File: config.mk
export PLATFORM = sky130hd
export DESIGN_NAME = mem_port_arbiter
export DESIGN_NICKNAME = d
export VERILOG_FILES = /design/src/rtl/mem_arb_pkg.sv /design/src/rtl/mem_arb_tag_pipe.sv /design/src/rtl/mem_port_arbiter.sv
export SDC_FILE = /design/constraint.sdc
export NUM_CORES = 1
export LEC_CHECK = 0
export CAP_MARGIN = 25
export CORE_UTILIZATION = 21
export DETAILED_ROUTE_END_ITERATION = 7
export PLACE_DENSITY_LB_ADDON = 0.3
export SYNTH_ARGS = -nofsm -noshare
export SYNTH_HDL_FRONTEND = slang
export SYNTH_SLANG_ARGS = --single-unit
File: constraint.sdc
create_clock -name clk -period 1.9 [get_ports clk]
set_input_delay 0.38 -clock clk [delete_from_list [all_inputs] [get_ports clk]]
set_output_delay 0.38 -clock clk [all_outputs]
set_load 0.03 [all_outputs]
File: src/rtl/mem_arb_pkg.sv
// Shared types and widths for the memory port arbiter and its tag pipeline.
package mem_arb_pkg;

  localparam int ADDR_W = 16;
  localparam int DATA_W = 16;

  typedef enum logic {
    FETCH = 1'b0,
    LOAD  = 1'b1
  } reqId_t;

  typedef enum logic {
    NORMAL      = 1'b0,
    FETCH_BOOST = 1'b1
  } arbState_t;

endpackage

File: src/rtl/mem_arb_tag_pipe.sv
// Read-tag delay line: one {valid, id} entry enters per cycle and leaves RD_LAT cycles later,
// aligned with the memory read data. kill_fetch drops every fetch tag still in flight.
module mem_arb_tag_pipe
  import mem_arb_pkg::*;
#(
  parameter int RD_LAT = 2
) (
  input  logic   clk,
  input  logic   rst,
  input  logic   push_valid,
  input  reqId_t push_id,
  input  logic   kill_fetch,
  output logic   pop_valid,
  output reqId_t pop_id
);

  logic [RD_LAT-1:0] tagValid;
  logic [RD_LAT-1:0] tagIsLoad;
  logic [RD_LAT-1:0] validIn;
  logic [RD_LAT-1:0] isLoadIn;

  generate
    for (genvar gi = 0; gi < RD_LAT; gi++) begin : gStage
      if (gi == 0) begin : gHead
        assign validIn[gi]  = push_valid;
        assign isLoadIn[gi] = (push_id == LOAD);
      end else begin : gBody
        assign validIn[gi]  = tagValid[gi-1] && !(kill_fetch && !tagIsLoad[gi-1]);
        assign isLoadIn[gi] = tagIsLoad[gi-1];
      end
    end
  endgenerate

  always_ff @(posedge clk) begin
    if (rst) begin
      tagValid  <= '0;
      tagIsLoad <= '0;
    end else begin
      tagValid  <= validIn;
      tagIsLoad <= isLoadIn;
    end
  end

  // A fetch tag leaving in the flush cycle belongs to the abandoned stream as well.
  assign pop_valid = tagValid[RD_LAT-1] && !(kill_fetch && !tagIsLoad[RD_LAT-1]);
  assign pop_id    = tagIsLoad[RD_LAT-1] ? LOAD : FETCH;

endmodule

File: src/rtl/mem_port_arbiter.sv
// Single-port memory arbiter for fetch, load and store; priority store > load > fetch.
// Define MEM_ARB_FETCH_STARVE_EN to add the fetch-starvation boost FSM.
module mem_port_arbiter
  import mem_arb_pkg::*;
#(
  parameter int RD_LAT     = 2,
  parameter int STARVE_MAX = 4
) (
  input  logic              clk,
  input  logic              rst,
  input  logic              f_req,
  input  logic [ADDR_W-1:0] f_addr,
  output logic              f_gnt,
  output logic              f_rvalid,
  output logic [DATA_W-1:0] f_rdata,
  input  logic              l_req,
  input  logic [ADDR_W-1:0] l_addr,
  output logic              l_gnt,
  output logic              l_rvalid,
  output logic [DATA_W-1:0] l_rdata,
  input  logic              s_req,
  input  logic [ADDR_W-1:0] s_addr,
  input  logic [DATA_W-1:0] s_data,
  output logic              s_gnt,
  input  logic              flush,
  output logic              m_ren,
  output logic              m_wen,
  output logic [ADDR_W-1:0] m_addr,
  output logic [DATA_W-1:0] m_wdata,
  input  logic [DATA_W-1:0] m_rdata
);

  generate
    if (RD_LAT < 1 || RD_LAT > 4 || STARVE_MAX < 1 || STARVE_MAX > 15) begin : gBadParam
      $error("mem_port_arbiter: RD_LAT must be 1..4 and STARVE_MAX 1..15");
    end
  endgenerate

  logic   fEligible;
  logic   boost;
  logic   popValid;
  reqId_t popId;

  assign fEligible = f_req && !flush;

`ifdef MEM_ARB_FETCH_STARVE_EN
  localparam logic [3:0] STARVE_LIM = 4'(STARVE_MAX);

  arbState_t  stateReg, stateNext;
  logic [3:0] starveCnt, starveCntNext;

  always_comb begin
    starveCntNext = starveCnt;
    stateNext     = stateReg;
    if (f_gnt || flush) begin
      starveCntNext = '0;
    end else if (f_req && starveCnt != 4'hF) begin
      starveCntNext = starveCnt + 4'd1;
    end
    case (stateReg)
      NORMAL:      if (starveCntNext == STARVE_LIM) stateNext = FETCH_BOOST;
      FETCH_BOOST: if (f_gnt || flush) stateNext = NORMAL;
      default:     stateNext = NORMAL;
    endcase
  end

  always_ff @(posedge clk) begin
    if (rst) begin
      starveCnt <= '0;
      stateReg  <= NORMAL;
    end else begin
      starveCnt <= starveCntNext;
      stateReg  <= stateNext;
    end
  end

  assign boost = (stateReg == FETCH_BOOST);
`else
  assign boost = 1'b0;
`endif

  always_comb begin
    s_gnt = 1'b0;
    l_gnt = 1'b0;
    f_gnt = 1'b0;
    if (!rst) begin
      if (boost && fEligible) f_gnt = 1'b1;
      else if (s_req)         s_gnt = 1'b1;
      else if (l_req)         l_gnt = 1'b1;
      else if (fEligible)     f_gnt = 1'b1;
    end
  end

  always_comb begin
    m_ren   = l_gnt || f_gnt;
    m_wen   = s_gnt;
    m_addr  = '0;
    m_wdata = '0;
    if (s_gnt) begin
      m_addr  = s_addr;
      m_wdata = s_data;
    end else if (l_gnt) begin
      m_addr = l_addr;
    end else if (f_gnt) begin
      m_addr = f_addr;
    end
  end

  mem_arb_tag_pipe #(
    .RD_LAT(RD_LAT)
  ) uTagPipe (
    .clk       (clk),
    .rst       (rst),
    .push_valid(l_gnt || f_gnt),
    .push_id   (l_gnt ? LOAD : FETCH),
    .kill_fetch(flush),
    .pop_valid (popValid),
    .pop_id    (popId)
  );

  assign f_rvalid = !rst && popValid && (popId == FETCH);
  assign l_rvalid = !rst && popValid && (popId == LOAD);
  assign f_rdata  = f_rvalid ? m_rdata : '0;
  assign l_rdata  = l_rvalid ? m_rdata : '0;

endmodule

# After elaboration in Yosys (flattened, before gate mapping)
# Index checks and enable logic that the tools add are counted.
[word_totals] wordCells=35 in_bits=86 register_bits=4 out_inout_bits=71
[classes] bitwise_logic=1 n_reduce_logical=15 n_mux=17
[ops] op="$mux W16" count=6
[ops] op="$mux W1" count=11
[ops] op="$logic_and A1 B1 Y1" count=8
[ops] op="$logic_not A1 Y1" count=6
[ops] op="$logic_or A1 B1 Y1" count=1
[ops] op="$not A1 Y1" count=1

# Longest topological paths before layout
# Gate-level depths: netlist of run 1.
[depth] depth_word=9 mapped_depth=6 mapped_depth_nobuf=4

# By module
# Synthesis of run 1 repeated with hierarchy kept, for this count alone.
[hier_totals] cells_unflattened=128 hier_area_um2=878.3
[by_module_without_submodules] mod="mem_port_arbiter" instances=1 seq_area_each_um2=0.0 area_each_um2=742.0 cells_per_inst=117
[by_module_without_submodules] mod="mem_arb_tag_pipe" instances=1 seq_area_each_um2=80.1 area_each_um2=136.4 cells_per_inst=11

# Worst setup path before layout of run 1
# Ideal clock, no wire load.
[synth_path] path_kind="in2out" from="input flush" to="output m_addr[7]" path_slack_ns=-0.013 path_buffers=1 required_ns=1.520 t_arrival_ns=1.533 cell_stages=4 path_cell_list="nor4b_4 > buf_6 > a221oi_1 > nor2_1"
[synth_between] elab_chain_cells=9
[synth_rtl] item="from (decl)" line="mem_port_arbiter.sv:25" source="input logic flush,"
[synth_rtl] item="$logic_not A1 Y1" line="mem_port_arbiter.sv:44" source="assign fEligible = f_req && !flush;"
[synth_rtl] item="$logic_and A1 B1 Y1" line="mem_port_arbiter.sv:44"
[synth_rtl] item="$mux W1" line="mem_port_arbiter.sv:90" source="else if (fEligible) f_gnt = 1'b1;"
[synth_rtl] item="$mux W1" line="mem_port_arbiter.sv:89" source="else if (l_req) l_gnt = 1'b1;"
[synth_rtl] item="$mux W1" line="mem_port_arbiter.sv:88" source="else if (s_req) s_gnt = 1'b1;"
[synth_rtl] item="$mux W1" line="mem_port_arbiter.sv:86" source="if (!rst) begin"
[synth_rtl] item="$mux W16" line="mem_port_arbiter.sv:104" source="end else if (f_gnt) begin"
[synth_rtl] item="$mux W16" line="mem_port_arbiter.sv:102" source="end else if (l_gnt) begin"
[synth_rtl] item="$mux W16" line="mem_port_arbiter.sv:99" source="if (s_gnt) begin"
[synth_rtl] item="to (decl)" line="mem_port_arbiter.sv:28" source="output logic [ADDR_W-1:0] m_addr,"
# No other way between the ends.

# Worst setup path after layout of run 1
[layout_path] from="input flush" to="output m_addr[3]"
# Same word-level chain as after synthesis.

==> run metrics, run 1 <==
status=completed; mux contribution to synthesized area=0; clk sinks=4; first-pass GRT wire length=6.94 mm; synth unique cells=17; Synth Area in Simple Gates=0.615; DRT iter0 DRCs=14; IO Pins=157; Antenna Nets Post-Route=0; WL final=4.56 mm; Post-route DRC=0; drt wl/cell=13.3 um; Initial Utilization=0.227; clk buf depth=2; CP Data Required Time=1.52 ns; Clock Latency Late Sink=0.21 ns; Hold Crit Class=flop to flop; row count=22; Synth Warn #=0; Die ar.=0.00437 mm2; via count=1513; nets=382; Critical-path top delay cell=nor4b_4; CTS tree=built; RSZ-0062 raised after global routing=true; H-Tree Depth=1; largest family of logic cells by synthesized area=simple AND/OR/NAND/NOR gates; vias in the first global route=1501; Maximum Capacitance Violations=0; initial antenna violation count=0; CP Launch Type=input pin; Mean Syn Cell Area=6.79 um2; Num CTS Buffers=3; Total Routing Usage GR=0.205; Worst IR Drop VDD=0.000255 V; placed cells=330; Clock Root Buffer=clkbuf_8; final max-slew violation count=0; antenna diode count=0; Finished Layout Cells=342; DRT Pass-1 Iters=4; compound-cell area share of the yosys netlist=0.192; Tcrit/Tclk final=0.976; Layout area overhead=198%; Worst Tran Pin Value=0.293 ns; Fin. Hold Viols=0; Mapped Nets=213; Post-Route Skew=0.00227 ns; largest net degree at the start of global routing=18; Max Clk Rate=539 MHz; grt ovf=0; CP peak stage delay=0.34 ns; # setup viols final=0; Setup TNS=0 ns; most common cell after layout, fill and taps aside=clkdlybuf4s50_1; part of the Yosys area used for sequential elements=0.0929; leakage power total=1.20 nW; Relative slew margins=0.804; Power Dens Cells=304 mW/mm2; core area=0.00380 mm2; CP Buf/Inv Count=3; xor/xnor share of the synthesized area=0; Tot Pwr=0.780 mW; DP HPWL=3.56 mm; Die Height=66.1 um; filler cell count=325; Yosys reg bits=4; hold_buf cts=0; Critical Path AT=1.47 ns; fin crit period=1.85 ns; CP top delay family=buffers and inverters; IO buf count=156; commonest cells after routing, fill and taps aside=clkdlybuf4s50_1 (80), buf_4 (77), and2_1 (48), nor2_1 (30), a221oi_2 (9); synthesized cell area=862 um2; fraction of layout cells with a size suffix above 1=0.401; CP Capture Type=primary output; die width=66.1 um; Setup WS pre-CTS=-0.391 ns; fin worst setup slack=0.0463 ns; Max FO, Critical Path=5; vias per cell=4.42; crit path kind=input pin to primary output; Synth Area in Adders=0; Final GP Congestion=0.742; crit-path cells=buf_8, nor4b_4, bufbuf_16, a221oi_2, nor2_1, buf_4; clk slew on worst S/H paths=0.03 ns; Syn Inst Count=127
[state kept, by name, summed over array words and instances (netlist names)]
register            cells
uTagPipe.tagValid       2
uTagPipe.tagIsLoad      2
[worst paths after layout]
| path | cells after the start | startpoint | endpoint | slack, ns |
|---|---|---|---|---|
| max | 6 | flush | m_addr[3] | 0.05 |
| min reg2reg | 1 | uTagPipe.tagValid[0] | uTagPipe.tagValid[1] | 0.45 |
| max reg2reg | 2 | uTagPipe.tagIsLoad[0] | uTagPipe.tagValid[1] | 1.30 |
| min | 1 | uTagPipe.tagValid[0] | uTagPipe.tagValid[1] | 0.45 |
[where the power goes]
group | internal (mW) | switching (mW)
clock network | 0.134 | 0.0377
registers | 0.0877 | 0.00125
logic | 0.292 | 0.226
[cells in the mapped netlist]
cell | count | area share
and2_1 | 48 | 0.35
nor2_1 | 35 | 0.15
a221oi_1 | 12 | 0.12
nor2b_1 | 6 | 0.044
buf_2 | 5 | 0.029
a221oi_2 | 4 | 0.070
dfxtp_1 | 4 | 0.093
buf_6 | 3 | 0.039
buf_4 | 2 | 0.017
and3b_1 | 1 | 0.010
clkbuf_1 | 1 | 0.0043
clkbuf_2 | 1 | 0.0058
inv_2 | 1 | 0.0043
nand2b_1 | 1 | 0.0073
nor3b_1 | 1 | 0.0087
nor4b_2 | 1 | 0.017
nor4b_4 | 1 | 0.028
[cell type report]
class | count | area, um2 | share of cell area
Inverter | 1 | 8.76 | 0.00341
Clock buffer | 3 | 41.3 | 0.0161
Multi-Input combinational cell | 110 | 774 | 0.302
Tap cell | 48 | 60.1 | 0.0234
Timing Repair inverter | 2 | 15.0 | 0.00585
Timing Repair Buffer | 174 | 1590 | 0.618
Sequential cell | 4 | 80.1 | 0.0312
[worst reg2reg max path, cell delays in order, from the launching register on]
cell	delay, ns
dfxtp_1	0.32
nor2b_1	0.05
nor3b_1	0.16
[stage by stage]
step,instance area [um2],hold slack (ns),utilization
2_1_floorplan,875,0.439,-
3_3_place_gp,2360,0.451,0.620
3_5_place_dp,2360,0.445,0.620
4_1_cts,2530,0.450,0.666
5_1_grt,2560,0.471,0.675
6_report,2560,0.449,0.675
[repair_timing]
action,4_1_cts,5_1_grt
gates resized for setup,31,15
gates cloned,6,1
endpoints found under the hold margin,0,0
endpoints found under the setup margin,71,15
setup buffers,2,2
pin swaps,9,7
[cell families after synthesis]
group                  count (synthesis)
AOI/OAI and AO/OA                     16
buffers and inverters                 13
DFF                                    4
and+or+nand+nor                       94
[metal layers]
layer | share of wire | wire (um) | vias up | global-route usage
li1 | - | - | 760 | -
met1 | 0.33 | 1490 | 648 | 0.202
met2 | 0.49 | 2240 | 101 | 0.376
met3 | 0.17 | 787 | 4 | 0.117
met4 | 0.0079 | 36 | 0 | 0.0319
met5 | 0 | 0 | - | 0
(Power assumes the default switching activity.)
==> inputs of run 2 (changes only) <==
GPL_TIMING_DRIVEN = 0   (was unset)
==> run metrics, run 2 (synthesis results as in run 1) <==
Critical-path top delay cell=dfxtp_1; WL final=4.64 mm (+1.8%); CP Launch Type=flop; largest net degree at the start of global routing=12 (-6); CP Buf/Inv Count=2 (-1); die width=66.1 um (unchanged); initial antenna violation count=0 (unchanged); IO buf count=156 (unchanged); clk sinks=4 (unchanged); commonest cells after routing, fill and taps aside=clkdlybuf4s50_1 (80), and2_1 (48), nor2_1 (30), buf_4 (24), buf_2 (21); CP top delay family=buffers and inverters; final instance area=0.00263 mm2 (+2.3%); IO Pins=157 (unchanged); Die Height=66.1 um (unchanged); DP HPWL=3.78 mm (+6.3%); Final GP Congestion=0.755 (+1.7%); fin crit period=1.86 ns (+0.00634 ns); row count=22 (unchanged); final max-slew violation count=0 (unchanged); antenna diode count=0 (unchanged); Post-route DRC=0 (unchanged); Hold Crit Class=input pin to flop; Tcrit/Tclk final=0.979 (+0.00334); # setup viols final=0 (unchanged); RSZ-0062 raised after global routing=true; drt wl/cell=13.6 um (+1.8%); Num CTS Buffers=3 (unchanged); DRT Pass-1 Iters=4 (unchanged); Max FO, Critical Path=10 (+5); Total Routing Usage GR=0.207 (+0.00151); hold_buf cts=0 (unchanged); status=completed; Worst Tran Pin Value=0.312 ns (+0.0189 ns); clk slew on worst S/H paths=0.03 ns (about the same); Initial Utilization=0.227 (unchanged); CP Data Required Time=1.52 ns (about the same); via count=1522 (+0.59%); Relative slew margins=0.793 (-0.0110); clk buf depth=2 (unchanged); most common cell after layout, fill and taps aside=clkdlybuf4s50_1; crit path kind=flop to primary output; Maximum Capacitance Violations=0 (unchanged); core area=0.00380 mm2 (unchanged); Fin. Hold Viols=0 (unchanged); Layout area overhead=204%; CP Capture Type=primary output; Power Dens Cells=303 mW/mm2 (-0.28%); crit-path cells=nor4b_4, buf_4, and2_1, clkdlybuf4s18_2; fraction of layout cells with a size suffix above 1=0.388 (-0.0136); Die ar.=0.00437 mm2 (unchanged); CTS tree=built; Post-Route Skew=0.00160 ns (-0.000671 ns); Max Clk Rate=538 MHz (-0.34%); vias per cell=4.45 (+0.59%); filler cell count=329 (+1.2%); Worst IR Drop VDD=0.000212 V (-17%); nets=382 (unchanged); Critical Path AT=1.48 ns (about the same); Antenna Nets Post-Route=0 (unchanged); H-Tree Depth=1 (unchanged); biggest regs=uTagPipe.tagIsLoad: 2 flops, uTagPipe.tagValid: 2 flops; CP peak stage delay=0.32 ns (-0.02 ns); leakage power total=1.20 nW (about the same); worst hold margin=0.402 ns (-0.0478 ns); vias in the first global route=1492 (-0.60%); first-pass GRT wire length=6.93 mm (-0.20%); Clock Root Buffer=clkbuf_8; Placed Instance Area=0.00250 mm2 (+5.9%); grt ovf=0 (unchanged); Setup TNS=0 ns (unchanged); DRT iter0 DRCs=21 (+7); Clock Latency Late Sink=0.22 ns (about the same)
run 2: cell count changes in the layout (fill, tap and decap cells not counted), sizes merged:
cell / change
buf: -33
clkdlybuf4s15: +14
clkbuf: +8
dlygate4sd2: +8
clkdlybuf4s18: +6
clkinvlp: -2
bufbuf: -1
run 2: per-layer routing:
layer / GRT usage / vias up / part of all wire / routed length (um)
met2: 0.376 / 99 / 0.49 / 2290
met1: 0.200 / 657 / 0.33 / 1540
li1: - / 761 / - / -
met4: 0.0399 / 0 / 0.0071 / 33
met5: 0 / - / 0 / 0
met3: 0.122 / 5 / 0.17 / 776
run 2: path summary, 6_finish.rpt:
kind / endpoint / cells after the start / startpoint / slack [ns]
worst max register to register: uTagPipe.tagValid[1] / 2 / uTagPipe.tagIsLoad[0] / 1.31
worst min-delay path: uTagPipe.tagIsLoad[1] / 2 / rst / 0.40
worst max-delay path: f_rdata[8] / 4 / uTagPipe.tagIsLoad[1] / 0.04
worst min register to register: uTagPipe.tagValid[1] / 1 / uTagPipe.tagValid[0] / 0.45
run 2: stage by stage:
stage	utilization	std cells	setup WS (ns)	total power [mW]
final	0.691	342	0.0400	0.796
after global placement	0.657	331	-1.15	0.581
after CTS	0.671	339	0.000910	0.774
after floorplan	-	127	0.0106	0.289
after global routing	0.691	342	-0.0205	0.841
after detailed placement	0.657	331	-1.21	0.586
run 2: layout make-up:
type,instances,area (um2),share of cell area
buffer,11,123,0.0467
inverter,1,6.26,0.00238
sequential,4,80.1,0.0305
clock buffer,3,41.3,0.0157
timing repair buffer,165,1490,0.567
multi-input combinational,110,827,0.315
tap,48,60.1,0.0229
run 2: report_power, final:
| part | leakage, nW | switching [mW] | total, mW | internal (mW) |
|---|---|---|---|---|
| clock | 0.0216 | 0.0475 | 0.183 | 0.135 |
| combinational | 1.15 | 0.235 | 0.524 | 0.289 |
| sequential | 0.0327 | 0.00119 | 0.0888 | 0.0876 |
| total | 1.20 | 0.284 | 0.796 | 0.512 |
run 2: repair_timing:
action | in CTS | in global routing
buffers inserted | 5 | 3
pin swaps | 13 | 12
gates resized for setup | 308 | 43
endpoints found under the setup margin | 71 | 52
cloned | 1 | 0
